<file path="src/rtl/mux_2to1.sv">
// Registered 2:1 data selector with capture enable and a valid flag.
// The data path is captured whether or not the cycle is qualified; out_valid carries qualification.
module mux_2to1 #(
    parameter int unsigned WIDTH = 32
) (
    input  logic             clk,
    input  logic             rst_n,
    input  logic             en,
    input  logic [WIDTH-1:0] a,
    input  logic [WIDTH-1:0] b,
    input  logic             sel,
    input  logic             in_valid,
    output logic [WIDTH-1:0] out,
    output logic             out_valid
);

    logic [WIDTH-1:0] out_d, out_q;
    logic             valid_d, valid_q;

    always_comb begin
        out_d   = out_q;
        valid_d = valid_q;
        if (en) begin
            out_d   = sel ? b : a;
            valid_d = in_valid;
        end
    end

    // Reset wins over en, so a selection pending on a reset edge is dropped.
    always_ff @(posedge clk) begin
        if (!rst_n) begin
            out_q   <= '0;
            valid_q <= 1'b0;
        end else begin
            out_q   <= out_d;
            valid_q <= valid_d;
        end
    end

    assign out       = out_q;
    assign out_valid = valid_q;

endmodule

</file>
<file path="config.mk">
export PLATFORM = sky130hd
export DESIGN_NAME = mux_2to1
export DESIGN_NICKNAME = d
export VERILOG_FILES = /design/src/rtl/mux_2to1.sv
export SDC_FILE = /design/constraint.sdc
export NUM_CORES = 1
export LEC_CHECK = 0
export ABC_AREA = 1
export ABC_CLOCK_PERIOD_IN_PS = 1800
export CORE_UTILIZATION = 50
export DETAILED_ROUTE_END_ITERATION = 7
export DONT_BUFFER_PORTS = 1
export PLACE_DENSITY = 0.67
export SLEW_MARGIN = 20
export SYNTH_ARGS = -nofsm -noshare
export SYNTH_HDL_FRONTEND = slang
export SYNTH_SLANG_ARGS = --single-unit
</file>
<file path="constraint.sdc">
create_clock -name clk -period 1.8 [get_ports clk]
set_input_delay 0 -clock clk [delete_from_list [all_inputs] [get_ports clk]]
set_output_delay 0 -clock clk [all_outputs]
set_load 0.02 [all_outputs]
</file>
== After elaboration in Yosys (flattened, before gate mapping) ==
Index checks and enable logic that the tools add are counted.
Storage, ports and cells
  register bits after elaboration: 33
  output and inout port bits: 33
  logic and storage cells: 3
Cells by class
  muxes and demuxes: 1
Operator list (number)
  32-bit two-way mux: 1

== Logic depth before layout (Yosys ltp) ==
Gate-level depths: netlist of the first run.
  word-level depth: 1
  gate-level depth with buffers: 7
  mapped depth without buffers: 5

== Least setup slack after synthesis of the first run ==
No wires, ideal clock.
  path kind: reg-to-reg
  start point: register, netlist name out[10]
  end point: register out_q[10] (netlist: out[10])
  library setup time: 109 ps
  data arrival time: 586 ps
  path slack: 1105 ps
  stages on the path, launching flop included: 5
  path buffers: 0
  cell sequence: dfxtp_1 nor2_1 nor2_1 nand2_1 inv_1
RTL lines
  end signal: assignment: RTL line 35  | out_q <= out_d;
  end: declaration: RTL line 17  | logic [WIDTH-1:0] out_d, out_q;

==> results of run 1 <==
worst max-delay path: cells and delay by family (launching register included):
kind / cells / cell delay (ns)
AO/OA/AOI/OAI: 2 / 0.22
flip-flops: 1 / 0.47
buffers and inverters: 1 / 0.56
registers in the layout, indices dropped and copies added, names as in the netlist:
| name | count |
|---|---|
| out | 32 |
| out_valid | 1 |
kinds of logic after synthesis:
kind of cell / after synthesis
buf+inv: 52
flops: 33
compound gates: 2
simple gates: 192
worst paths after layout:
path | from | to | slack (ns) | cells after the start
max | out_valid | out_valid | 0.51 | 3
min | en | out[5] | 0.13 | 5
max reg2reg | out_valid | out_valid | 0.51 | 3
min reg2reg | out[9] | out[9] | 0.65 | 4
metal layers:
metal,GRT usage,part of all wire,vias up
li1,-,-,936
met3,0.0917,0.089,9
met1,0.288,0.37,761
met2,0.498,0.53,86
met5,0,0,-
met4,0.0963,0.017,0
area by class of cell:
type	count	area, sq um
Fill cell	243	744
Tap cell	44	55.1
Inverter	35	131
Multi-Input combinational cell	194	771
Clock buffer	7	55.1
Timing Repair Buffer	67	686
Sequential cell	33	661
through the flow:
| step | hold slack (ns) | cells |
|---|---|---|
| 3_3_place_gp | 0.102 | 307 |
| 4_1_cts | 0.132 | 380 |
| 6_report | 0.129 | 380 |
| 5_1_grt | 0.145 | 380 |
| 3_5_place_dp | 0.106 | 307 |
| 2_1_floorplan | 0.128 | 279 |
synthesized netlist by cell type, drive strengths merged:
master | number | share of area
nand3 | 32 | 0.097
buf | 15 | 0.053
o21ai | 1 | 0.0030
nand2 | 96 | 0.22
dfxtp | 33 | 0.40
nor2 | 64 | 0.14
a21oi | 1 | 0.0030
clkbuf | 2 | 0.0045
inv | 35 | 0.079
power groups by stage:
| stage | logic, mW | registers (mW) | clock network (mW) |
|---|---|---|---|
| after CTS | 0.321 | 0.885 | 0.434 |
| after global routing | 0.376 | 0.892 | 0.468 |
| after floorplan | 0.184 | 0.892 | 0 |
| after global placement | 0.168 | 0.902 | 0 |
| final | 0.334 | 0.886 | 0.417 |
| after detailed placement | 0.171 | 0.902 | 0 |
==> out/metrics.json, run 1 <==
{
  "worst_slew_margin_rel": 0.644,
  "ys_ff_latch": 33,
  "seq_power_share": 0.541,
  "critical_path.startpoint_type": "register",
  "slew_viol_final": 0,
  "peakVddDrop_uv": 395,
  "critical_path_peak_fanout": 2,
  "outcome": "finished clean",
  "via_count_of_the_first_global_routing_pass": 1613,
  "cell_leakage_power_nw": 1.22,
  "critical_path.cell_chain": "o21ai_1, a21oi_1, dlygate4sd3_1",
  "dr_total_vias": 1792,
  "cts_resized": 0,
  "setup.worst_path.end_class": "register",
  "clkSinkCount": 33,
  "worst_path_max_delay_cell": "sky130_fd_sc_hd__dlygate4sd3_1",
  "fin_hold_viols": 0,
  "fp.coreArea_sq_um": 3100,
  "grt_setup_unrepaired": "false",
  "diodes": 0,
  "grt_start_max_net_pins": 67,
  "initial_utilization": 0.534,
  "wl_per_cell_um": 12.5,
  "synth_cell_type_count": 11,
  "grt_overflow": 0,
  "dieHeight_um": 59.6,
  "post_synth_and_or_nand_nor_area_fraction": 0.459,
  "htree_num_levels": 2,
  "timing_worst_setup_path_type": "reg -> reg",
  "synth_fa_ha_area_frac": 0,
  "leading_cell_type_in_the_layout_fill_and_taps_excluded": "sky130_fd_sc_hd__nand2_1",
  "detail_route.iter0.violations": 94,
  "cts_tree": "yes",
  "max_freq_mhz": 775,
  "remaining_drc_errors": 0,
  "place.gp.congestion": 0.674,
  "placementRows": 20,
  "io_pins": 102,
  "worst_pin_slew_ns": 0.533,
  "cts_buf_count": 5,
  "net_count_reported_at_finish": 405,
  "antenna_violating_nets_post_route": 0,
  "finalSetupViolations": 0,
  "syn_nets": 348,
  "worst-endpoint-required_ns": 2.08,
  "post-route-period-util": 0.717,
  "pwr_density_cell_nw_per_um2": 694,
  "synth_compound_area_frac": 0.00604,
  "power.total_mw": 1.64,
  "combPwrFrac": 0.204,
  "gate_count_of_the_mapped_netlist": 279,
  "clk_pin_slew_worst_paths_ns": 0.10,
  "syn_to_final_growth_pct": 42.3,
  "fin_util": 0.760,
  "antenna_found_initial": 0,
  "switching_share": 0.295,
  "synth_top_family_by_area": "simple AND/OR/NAND/NOR gates",
  "mostFrequentLayoutCells": "sky130_fd_sc_hd__nand2_1, sky130_fd_sc_hd__dlygate4sd3_1, sky130_fd_sc_hd__nor2_1",
  "yosys_warnings": 0,
  "finalSetupTns_ns": 0,
  "fraction_of_final_layout_cells_sized_beyond_drive_strength_1": 0.0268,
  "skew_ns": 0,
  "track_usage": 0.272,
  "post_synth_instance_area_sq_um": 1660,
  "synth-xor-area-share": 0,
  "routed_wl_um": 4730,
  "worst_path_largest_cell_delay_ns": 0.56,
  "post_cts.repair.setup_buffers": 0,
  "io_buffers": 0,
  "worstSkewPairLatency_ns": 0.33,
  "total_non_filler_cell_area_in_the_finished_layout_sq_um": 2360,
  "post_dp_cell_area_sq_um": 1630,
  "synth.avg_cell_area_sq_um": 5.94,
  "post-route-min-period_ns": 1.29,
  "hold_class": "in -> reg",
  "cp_data_arrival_time_ns": 1.57,
  "postLayoutSetupSlackWorst_ns": 0.509,
  "die_area_sq_um": 3550,
  "clock_tree_buffer_depth": 2,
  "grt_first_pass_wirelength_um": 7010,
  "clock-root-buffer": "sky130_fd_sc_hd__clkbuf_4",
  "detail_route.vias_per_cell": 4.72,
  "post_synth_mux_area_share": 0,
  "detailedRoute.firstPassIterationCount": 4,
  "intPower_mw": 1.15,
  "drv_cap": 0,
  "total_switching_power_mw": 0.484,
  "dieWidth_um": 59.6,
  "clockPowerShare": 0.255,
  "post-place-ws_ns": 1.04,
  "hold_buffers": 66,
  "hpwlAfterDp_um": 2180,
  "synth.yosys.seq_area_share": 0.398
}
(Power assumes the default switching activity.)
==> inputs of run 2 (changes only) <==
--- a/config.mk
+++ b/config.mk
@@ -5,8 +5,8 @@
 export SDC_FILE = /design/constraint.sdc
 export NUM_CORES = 1
 export LEC_CHECK = 0
-export ABC_AREA = 1
-export ABC_CLOCK_PERIOD_IN_PS = 1800
+export ABC_AREA = 0
+export ABC_CLOCK_PERIOD_IN_PS = 1200
 export CORE_UTILIZATION = 50
 export DETAILED_ROUTE_END_ITERATION = 7
 export DONT_BUFFER_PORTS = 1
==> constraint.sdc (replaced) <==
create_clock -name clk -period 1.2 [get_ports clk]
set_input_delay 0 -clock clk [delete_from_list [all_inputs] [get_ports clk]]
set_output_delay 0 -clock clk [all_outputs]
set_load 0.02 [all_outputs]
==> out/metrics.json, run 2 <==
{
  "detail_route.vias_per_cell": {"value": 5.96, "change": "+26%"},
  "synth_area_leaders": "sky130_fd_sc_hd__dfxtp_1, sky130_fd_sc_hd__mux2i_1, sky130_fd_sc_hd__a21oi_1",
  "fin_util": {"value": 0.516, "change": "-0.244"},
  "reg2reg_setup_slack": {"value": 0.43, "unit": "ns", "change": "-0.08 ns"},
  "placedCellCount": {"value": 162, "change": "-47%"},
  "routed_wl": {"value": 2650, "unit": "um", "change": "-44%"},
  "grt_overflow": {"value": 0, "change": "unchanged"},
  "htree_num_levels": {"value": 2, "change": "unchanged"},
  "diodes": {"value": 0, "change": "unchanged"},
  "mostFrequentLayoutCells": "sky130_fd_sc_hd__mux2i_1, sky130_fd_sc_hd__dfxtp_1, sky130_fd_sc_hd__a21oi_1",
  "finalSetupTns": {"value": 0, "unit": "ns", "change": "unchanged"},
  "clock-root-buffer": "sky130_fd_sc_hd__clkbuf_4",
  "detailedRoute.firstPassIterationCount": {"value": 4, "change": "unchanged"},
  "grt_setup_unrepaired": "false",
  "grt_start_max_net_pins": {"value": 66, "change": "-1.5%"},
  "setup.worst_path.end_class": "primary output",
  "io_pins": {"value": 102, "change": "unchanged"},
  "worst_slew_margin_rel": {"value": 0.835, "change": "+0.191"},
  "number_of_cells_on_the_worst_reg_to_reg_path": {"value": 2, "change": "-1"},
  "antenna_found_initial": {"value": 0, "change": "unchanged"},
  "hold_class": "in -> reg",
  "worst-endpoint-required": {"value": 1.20, "unit": "ns", "change": "-0.88 ns"},
  "seq_power_share": {"value": 0.635, "change": "+0.094"},
  "cts_tree": "yes",
  "worst_pin_slew": {"value": 0.248, "unit": "ns", "change": "-0.285 ns"},
  "initial_utilization": {"value": 0.526, "change": "-0.00842"},
  "synth.yosys.seq_area_share": {"value": 0.460, "change": "+0.0610"},
  "drv_cap": {"value": 0, "change": "unchanged"},
  "post-route-min-period_ns": 0.794,
  "antenna_violating_nets_post_route": {"value": 0, "change": "unchanged"},
  "place.gp.congestion": {"value": 0.642, "change": "-4.7%"},
  "syn_to_final_growth_pct": -1.83,
  "net_count_reported_at_finish": {"value": 207, "change": "-49%"},
  "fraction_of_final_layout_cells_sized_beyond_drive_strength_1": {"value": 0.0435, "change": "+0.0167"},
  "remaining_drc_errors": {"value": 0, "change": "unchanged"},
  "clkSinkCount": {"value": 33, "change": "unchanged"},
  "hpwlAfterDp": {"value": 1770, "unit": "um", "change": "-19%"},
  "critical_path_peak_fanout": {"value": 2, "change": "unchanged"},
  "cell_leakage_power": {"value": 0.593, "unit": "nW", "change": "-51%"},
  "cts_buf_count": {"value": 5, "change": "unchanged"},
  "hold_end": "out[0]",
  "max_freq_mhz": 1260,
  "async_reset_ff_frac": {"value": 0, "change": "unchanged"},
  "timing_worst_setup_path_type": "reg -> out",
  "gate_count_of_the_mapped_netlist": {"value": 145, "change": "-48%"},
  "dieHeight": {"value": 55.6, "unit": "um", "change": "-6.6%"},
  "synth_edf_count": {"value": 0, "change": "unchanged"},
  "slew_viol_final": {"value": 0, "change": "unchanged"},
  "intPower": {"value": 1.55, "unit": "mW", "change": "+34%"},
  "outcome": "complete, but fails checks",
  "synth.top_cells.by_count": "sky130_fd_sc_hd__dfxtp_1, sky130_fd_sc_hd__mux2i_1, sky130_fd_sc_hd__a21oi_1, sky130_fd_sc_hd__o21ai_0",
  "wl_per_cell": {"value": 15.7, "unit": "um", "change": "+26%"},
  "hold_path_startpoint": "en",
  "detail_route.iter0.violations": {"value": 29, "change": "-69%"},
  "synth_cell_type_count": {"value": 11, "change": "unchanged"},
  "cts_resized": {"value": 0, "change": "unchanged"},
  "post-place-ws": {"value": 0.443, "unit": "ns", "change": "-0.595 ns"},
  "via_count_of_the_first_global_routing_pass": {"value": 986, "change": "-39%"},
  "dieWidth": {"value": 55.6, "unit": "um", "change": "-6.6%"},
  "final_cells": {"value": 169, "change": "-56%"},
  "violations": "negative hold slack",
  "fp.coreArea": {"value": 2730, "unit": "sq um", "change": "-12%"},
  "die_area": {"value": 3090, "unit": "sq um", "change": "-13%"},
  "grt_first_pass_wirelength": {"value": 4250, "unit": "um", "change": "-39%"},
  "combPwrFrac": {"value": 0.070, "change": "-0.134"},
  "worstSkewPairLatency": {"value": 0.33, "unit": "ns", "change": "about the same"},
  "post_cts.repair.setup_buffers": {"value": 0, "change": "unchanged"},
  "dr_total_vias": {"value": 1008, "change": "-44%"},
  "largest_register_ffs": {"value": 32, "change": "unchanged"},
  "switching_share": {"value": 0.260, "change": "-0.0352"},
  "syn_nets": {"value": 214, "change": "-39%"},
  "finalSetupViolations": {"value": 0, "change": "unchanged"},
  "clk_pin_slew_worst_paths": {"value": 0.09, "unit": "ns", "change": "about the same"},
  "synth.avg_cell_area": {"value": 9.91, "unit": "sq um", "change": "+67%"},
  "ys_dominant_reg_cell": "sky130_fd_sc_hd__dfxtp_1",
  "clockPowerShare": {"value": 0.295, "change": "+0.040"},
  "ys_ff_latch": {"value": 33, "change": "unchanged"},
  "postLayoutSetupSlackWorst": {"value": 0.406, "unit": "ns", "change": "-0.103 ns"},
  "min_path_cells": {"value": 1, "change": "-4"},
  "peakVddDrop": {"value": 1150, "unit": "uV", "change": "+190%"},
  "placementRows": {"value": 19, "change": "-5.0%"},
  "post_synth_instance_area": {"value": 1440, "unit": "sq um", "change": "-13%"},
  "yosysTopAreaCell": "sky130_fd_sc_hd__dfxtp_1",
  "total_switching_power": {"value": 0.544, "unit": "mW", "change": "+12%"},
  "worst_reg2reg_path_startpoint": "out_valid",
  "hold_ws": {"value": -0.251, "unit": "ns", "change": "-0.380 ns"},
  "critical_path.startpoint_type": "register",
  "worst_r2r_endpoint": "out_valid",
  "skew": {"value": 0, "unit": "ns", "change": "unchanged"},
  "track_usage": {"value": 0.175, "change": "-0.0965"},
  "fin_hold_viols": {"value": 33, "change": "+33"},
  "yosys_warnings": {"value": 0, "change": "unchanged"},
  "io_buffers": {"value": 0, "change": "unchanged"},
  "post-route-period-util": 0.662,
  "post-synth-top-area-fraction": {"value": 0.460, "change": "+0.0610"},
  "cp_data_arrival_time": {"value": 0.79, "unit": "ns", "change": "-0.78 ns"},
  "pwr_density_cell": {"value": 1480, "unit": "nW/um^2", "change": "+110%"},
  "clock_tree_buffer_depth": {"value": 2, "change": "unchanged"}
}
## run 2: cell type report
type / instances / area [sq um]
sequential: 33 / 661
tap: 31 / 38.8
clock buffer: 7 / 55.1
fill: 259 / 1320
multi-input combinational: 98 / 657
## run 2: power by group through the flow
stage | registers, mW | logic [mW] | clock network (mW)
global placement | 1.35 | 0.142 | 0
finish | 1.33 | 0.147 | 0.616
CTS | 1.33 | 0.150 | 0.645
detailed placement | 1.35 | 0.150 | 0
global route | 1.34 | 0.169 | 0.700
floorplan | 1.34 | 0.218 | 0
## run 2: worst max path at each step
| stage | startpoint | to | slack [ns] | cells after the start |
|---|---|---|---|---|
| after global routing | out[18] | out[18] | 0.35 | 2 |
| after global placement | out[31] | out[31] | 0.48 | 2 |
| after detailed placement | out_valid | out_valid | 0.44 | 2 |
| after floorplan | out[0] | out[0] | 0.52 | 2 |
| final | out_valid | out_valid | 0.41 | 0 |
| after CTS | out_valid | out_valid | 0.38 | 0 |
## run 2: logic make-up after synthesis
logic type / count (synthesis) / share of synthesized area
buf+inv: 14 / 0.0836
mux: 33 / 0.230
compound gates: 64 / 0.223
flops: 33 / 0.460
simple gates: 1 / 0.00435
## run 2: stage by stage
step	instance area, sq um	total power, mW
final	1410	2.09
after global routing	1410	2.21
after CTS	1410	2.12
after detailed placement	1360	1.50
after global placement	1360	1.49
after floorplan	1440	1.56
## run 2: per-layer routing
| metal | vias up | part of all wire | global-route usage | wire, um |
|---|---|---|---|---|
| li1 | 513 | - | - | - |
| met3 | 5 | 0.12 | 0.0930 | 318 |
| met1 | 428 | 0.40 | 0.172 | 1060 |
| met4 | 0 | 0.017 | 0.0750 | 44 |
| met2 | 62 | 0.46 | 0.305 | 1230 |
| met5 | - | 0 | 0 | 0 |
==> inputs of run 3 (changes only) <==
--- a/config.mk
+++ b/config.mk
@@ -6,7 +6,7 @@
 export NUM_CORES = 1
 export LEC_CHECK = 0
 export ABC_AREA = 0
-export ABC_CLOCK_PERIOD_IN_PS = 1200
+export ABC_CLOCK_PERIOD_IN_PS = 800
 export CORE_UTILIZATION = 50
 export DETAILED_ROUTE_END_ITERATION = 7
 export DONT_BUFFER_PORTS = 1
==> constraint.sdc (replaced) <==
create_clock -name clk -period 0.8 [get_ports clk]
set_input_delay 0 -clock clk [delete_from_list [all_inputs] [get_ports clk]]
set_output_delay 0 -clock clk [all_outputs]
set_load 0.02 [all_outputs]
==> out/metrics.json, run 3 (synthesized netlist as in run 2, its figures left out) <==
{
  "outcome": "complete, but fails checks",
  "violations": "negative hold slack, negative setup slack",
  "critical_path.startpoint_type": "register",
  "finalSetupViolations": {"value": 1, "change": "+1"},
  "worstSkewPairLatency": {"value": 0.33, "unit": "ns", "change": "about the same"},
  "cp_data_arrival_time": {"value": 0.81, "unit": "ns", "change": "+0.02 ns"},
  "fp.coreArea": {"value": 2730, "unit": "sq um", "change": "unchanged"},
  "cts_tree": "yes",
  "cpLargestDelayFamily": "flip-flops",
  "place.gp.congestion": {"value": 0.709, "change": "+10%"},
  "drv_cap": {"value": 0, "change": "unchanged"},
  "grt_start_max_net_pins": {"value": 66, "change": "unchanged"},
  "worst_slew_margin_rel": {"value": 0.889, "change": "+0.0548"},
  "worst_pin_slew": {"value": 0.161, "unit": "ns", "change": "-0.0865 ns"},
  "syn_to_final_growth_pct": 29.5,
  "largest_register_ffs": {"value": 32, "change": "unchanged"},
  "grt_first_pass_wirelength": {"value": 5170, "unit": "um", "change": "+22%"},
  "placementRows": {"value": 19, "change": "unchanged"},
  "initial_utilization": {"value": 0.526, "change": "unchanged"},
  "fill_cells": {"value": 233, "change": "-10%"},
  "peakVddDrop": {"value": 1520, "unit": "uV", "change": "+32%"},
  "via_count_of_the_first_global_routing_pass": {"value": 1170, "change": "+19%"},
  "worstPathBufferInverterCount": 1,
  "cell_leakage_power": {"value": 0.829, "unit": "nW", "change": "+40%"},
  "setup.worst_path.end_class": "primary output",
  "clkSinkCount": {"value": 33, "change": "unchanged"},
  "worst_path_largest_cell_delay_ns": 0.36,
  "worst_path_max_delay_cell": "sky130_fd_sc_hd__dfxtp_2",
  "skew": {"value": 0, "unit": "ns", "change": "unchanged"},
  "routed_wl": {"value": 3200, "unit": "um", "change": "+21%"},
  "dieWidth": {"value": 55.6, "unit": "um", "change": "unchanged"},
  "fraction_of_final_layout_cells_sized_beyond_drive_strength_1": {"value": 0.440, "change": "+0.397"},
  "io_buffers": {"value": 0, "change": "unchanged"},
  "hpwlAfterDp": {"value": 2050, "unit": "um", "change": "+15%"},
  "clock_tree_buffer_depth": {"value": 2, "change": "unchanged"},
  "fin_util": {"value": 0.681, "change": "+0.165"},
  "critical_path.cell_chain": "buf_6",
  "wl_per_cell": {"value": 15.6, "unit": "um", "change": "-0.74%"},
  "diodes": {"value": 0, "change": "unchanged"},
  "antenna_found_initial": {"value": 0, "change": "unchanged"},
  "worst-endpoint-required": {"value": 0.80, "unit": "ns", "change": "-0.40 ns"},
  "remaining_drc_errors": {"value": 0, "change": "unchanged"},
  "slew_viol_final": {"value": 0, "change": "unchanged"},
  "timing_worst_setup_path_type": "reg -> out",
  "detail_route.iter0.violations": {"value": 30, "change": "+3.4%"},
  "met1_usage": {"value": 0.230, "change": "+0.0571"},
  "htree_num_levels": {"value": 2, "change": "unchanged"},
  "dieHeight": {"value": 55.6, "unit": "um", "change": "unchanged"},
  "detailedRoute.firstPassIterationCount": {"value": 6, "change": "+2"},
  "hold_class": "in -> reg",
  "grtUsageMet3": {"value": 0.0860, "change": "-0.00698"},
  "met2_usage": {"value": 0.389, "change": "+0.0843"},
  "max_freq_mhz": 1240,
  "grt_overflow": {"value": 0, "change": "unchanged"},
  "dr_total_vias": {"value": 1219, "change": "+21%"},
  "finalSetupTns": {"value": -0.00573, "unit": "ns", "change": "-0.00573 ns"},
  "mostFrequentLayoutCells": "sky130_fd_sc_hd__mux2i_1, sky130_fd_sc_hd__dfxtp_2, sky130_fd_sc_hd__buf_6",
  "pwr_density_cell": {"value": 1920, "unit": "nW/um^2", "change": "+30%"},
  "gr-max-usage-layer": "met2",
  "hold_ws": {"value": -0.250, "unit": "ns", "change": "+0.00153 ns"},
  "antenna_violating_nets_post_route": {"value": 0, "change": "unchanged"},
  "net_count_reported_at_finish": {"value": 243, "change": "+17%"},
  "die_area": {"value": 3090, "unit": "sq um", "change": "unchanged"},
  "clk_pin_slew_worst_paths": {"value": 0.10, "unit": "ns", "change": "about the same"},
  "grt_setup_unrepaired": "true",
  "detail_route.vias_per_cell": {"value": 5.92, "change": "-0.79%"},
  "critical_path_peak_fanout": {"value": 2, "change": "unchanged"},
  "fin_hold_viols": {"value": 33, "change": "unchanged"},
  "post-route-period-util": 1.01,
  "post-route-min-period_ns": 0.806,
  "postLayoutSetupSlackWorst": {"value": -0.00573, "unit": "ns", "change": "-0.411 ns"},
  "cts_buf_count": {"value": 5, "change": "unchanged"},
  "clock-root-buffer": "sky130_fd_sc_hd__clkbuf_4",
  "track_usage": {"value": 0.216, "change": "+0.0408"},
  "io_pins": {"value": 102, "change": "unchanged"}
}
-- run 3: changes by cell type in the layout (fill, tap and decap cells not counted) --
cell / previous run / this run
sky130_fd_sc_hd__clkinv_2: 0 / 1
sky130_fd_sc_hd__buf_6: 0 / 33
sky130_fd_sc_hd__clkbuf_1: 1 / 0
sky130_fd_sc_hd__clkbuf_8: 1 / 2
sky130_fd_sc_hd__buf_4: 0 / 3
sky130_fd_sc_hd__dfxtp_1: 33 / 0
sky130_fd_sc_hd__dfxtp_2: 0 / 33
-- run 3: path summary, 6_finish.rpt --
kind	startpoint	endpoint	slack, ns	depth (start not counted)
worst max register to register	out[6]	out[6]	0.08	3
worst min-delay path	en	out[28]	-0.25	1
worst max-delay path	out[1]	out[1]	-0.006	1
worst min register to register	out[4]	out[4]	0.52	2
-- run 3: stage by stage --
step / hold WS [ns] / setup slack, ns / total power [mW] / instance area [sq um] / cells
6_report: -0.250 / -0.00573 / 3.58 / 1860 / 206
5_1_grt: -0.285 / -0.0472 / 3.75 / 1860 / 206
4_1_cts: -0.278 / -0.0125 / 3.62 / 1860 / 206
3_5_place_dp: 0.0954 / 0.158 / 2.43 / 1600 / 195
3_3_place_gp: 0.0936 / 0.206 / 2.41 / 1600 / 195
2_1_floorplan: 0.128 / 0.120 / 2.33 / 1440 / 145
-- run 3: routing by layer --
metal	wire [um]	vias to the layer above	share of wire
met2	1700	63	0.53
li1	-	584	-
met3	271	5	0.085
met5	0	-	0
met4	42	0	0.013
met1	1190	567	0.37
-- run 3: final cells by class --
cell class | count | area, sq um | area share
flip-flops and latches | 33 | 702 | 0.377
multi-input cells | 98 | 657 | 0.353
repair buffers | 36 | 394 | 0.212
clock buffers | 7 | 65.1 | 0.0349
well taps | 31 | 38.8 | 0.0208
clock inverters | 1 | 5.00 | 0.00269
-- run 3: power breakdown --
group          internal [mW]  leakage [nW]  total (mW)  switching [mW]
combinational          0.368         0.504       0.657           0.289
clock                  0.509        0.0413        1.05           0.540
sequential              1.79         0.284        1.87          0.0838
-- run 3: worst reg2reg max path: cells and delay by family, from the launching register on --
kind | cells | cell delay, ns
DFF | 1 | 0.34
AOI/OAI and AO/OA | 2 | 0.16
buffers and inverters | 1 | 0.12
-- run 3: repair_timing --
action	4_1_cts	5_1_grt
setup buffers	3	0
setup endpoints to repair	33	33
endpoints found under the hold margin	33	33
pin swaps	0	0
resized for setup	66	0
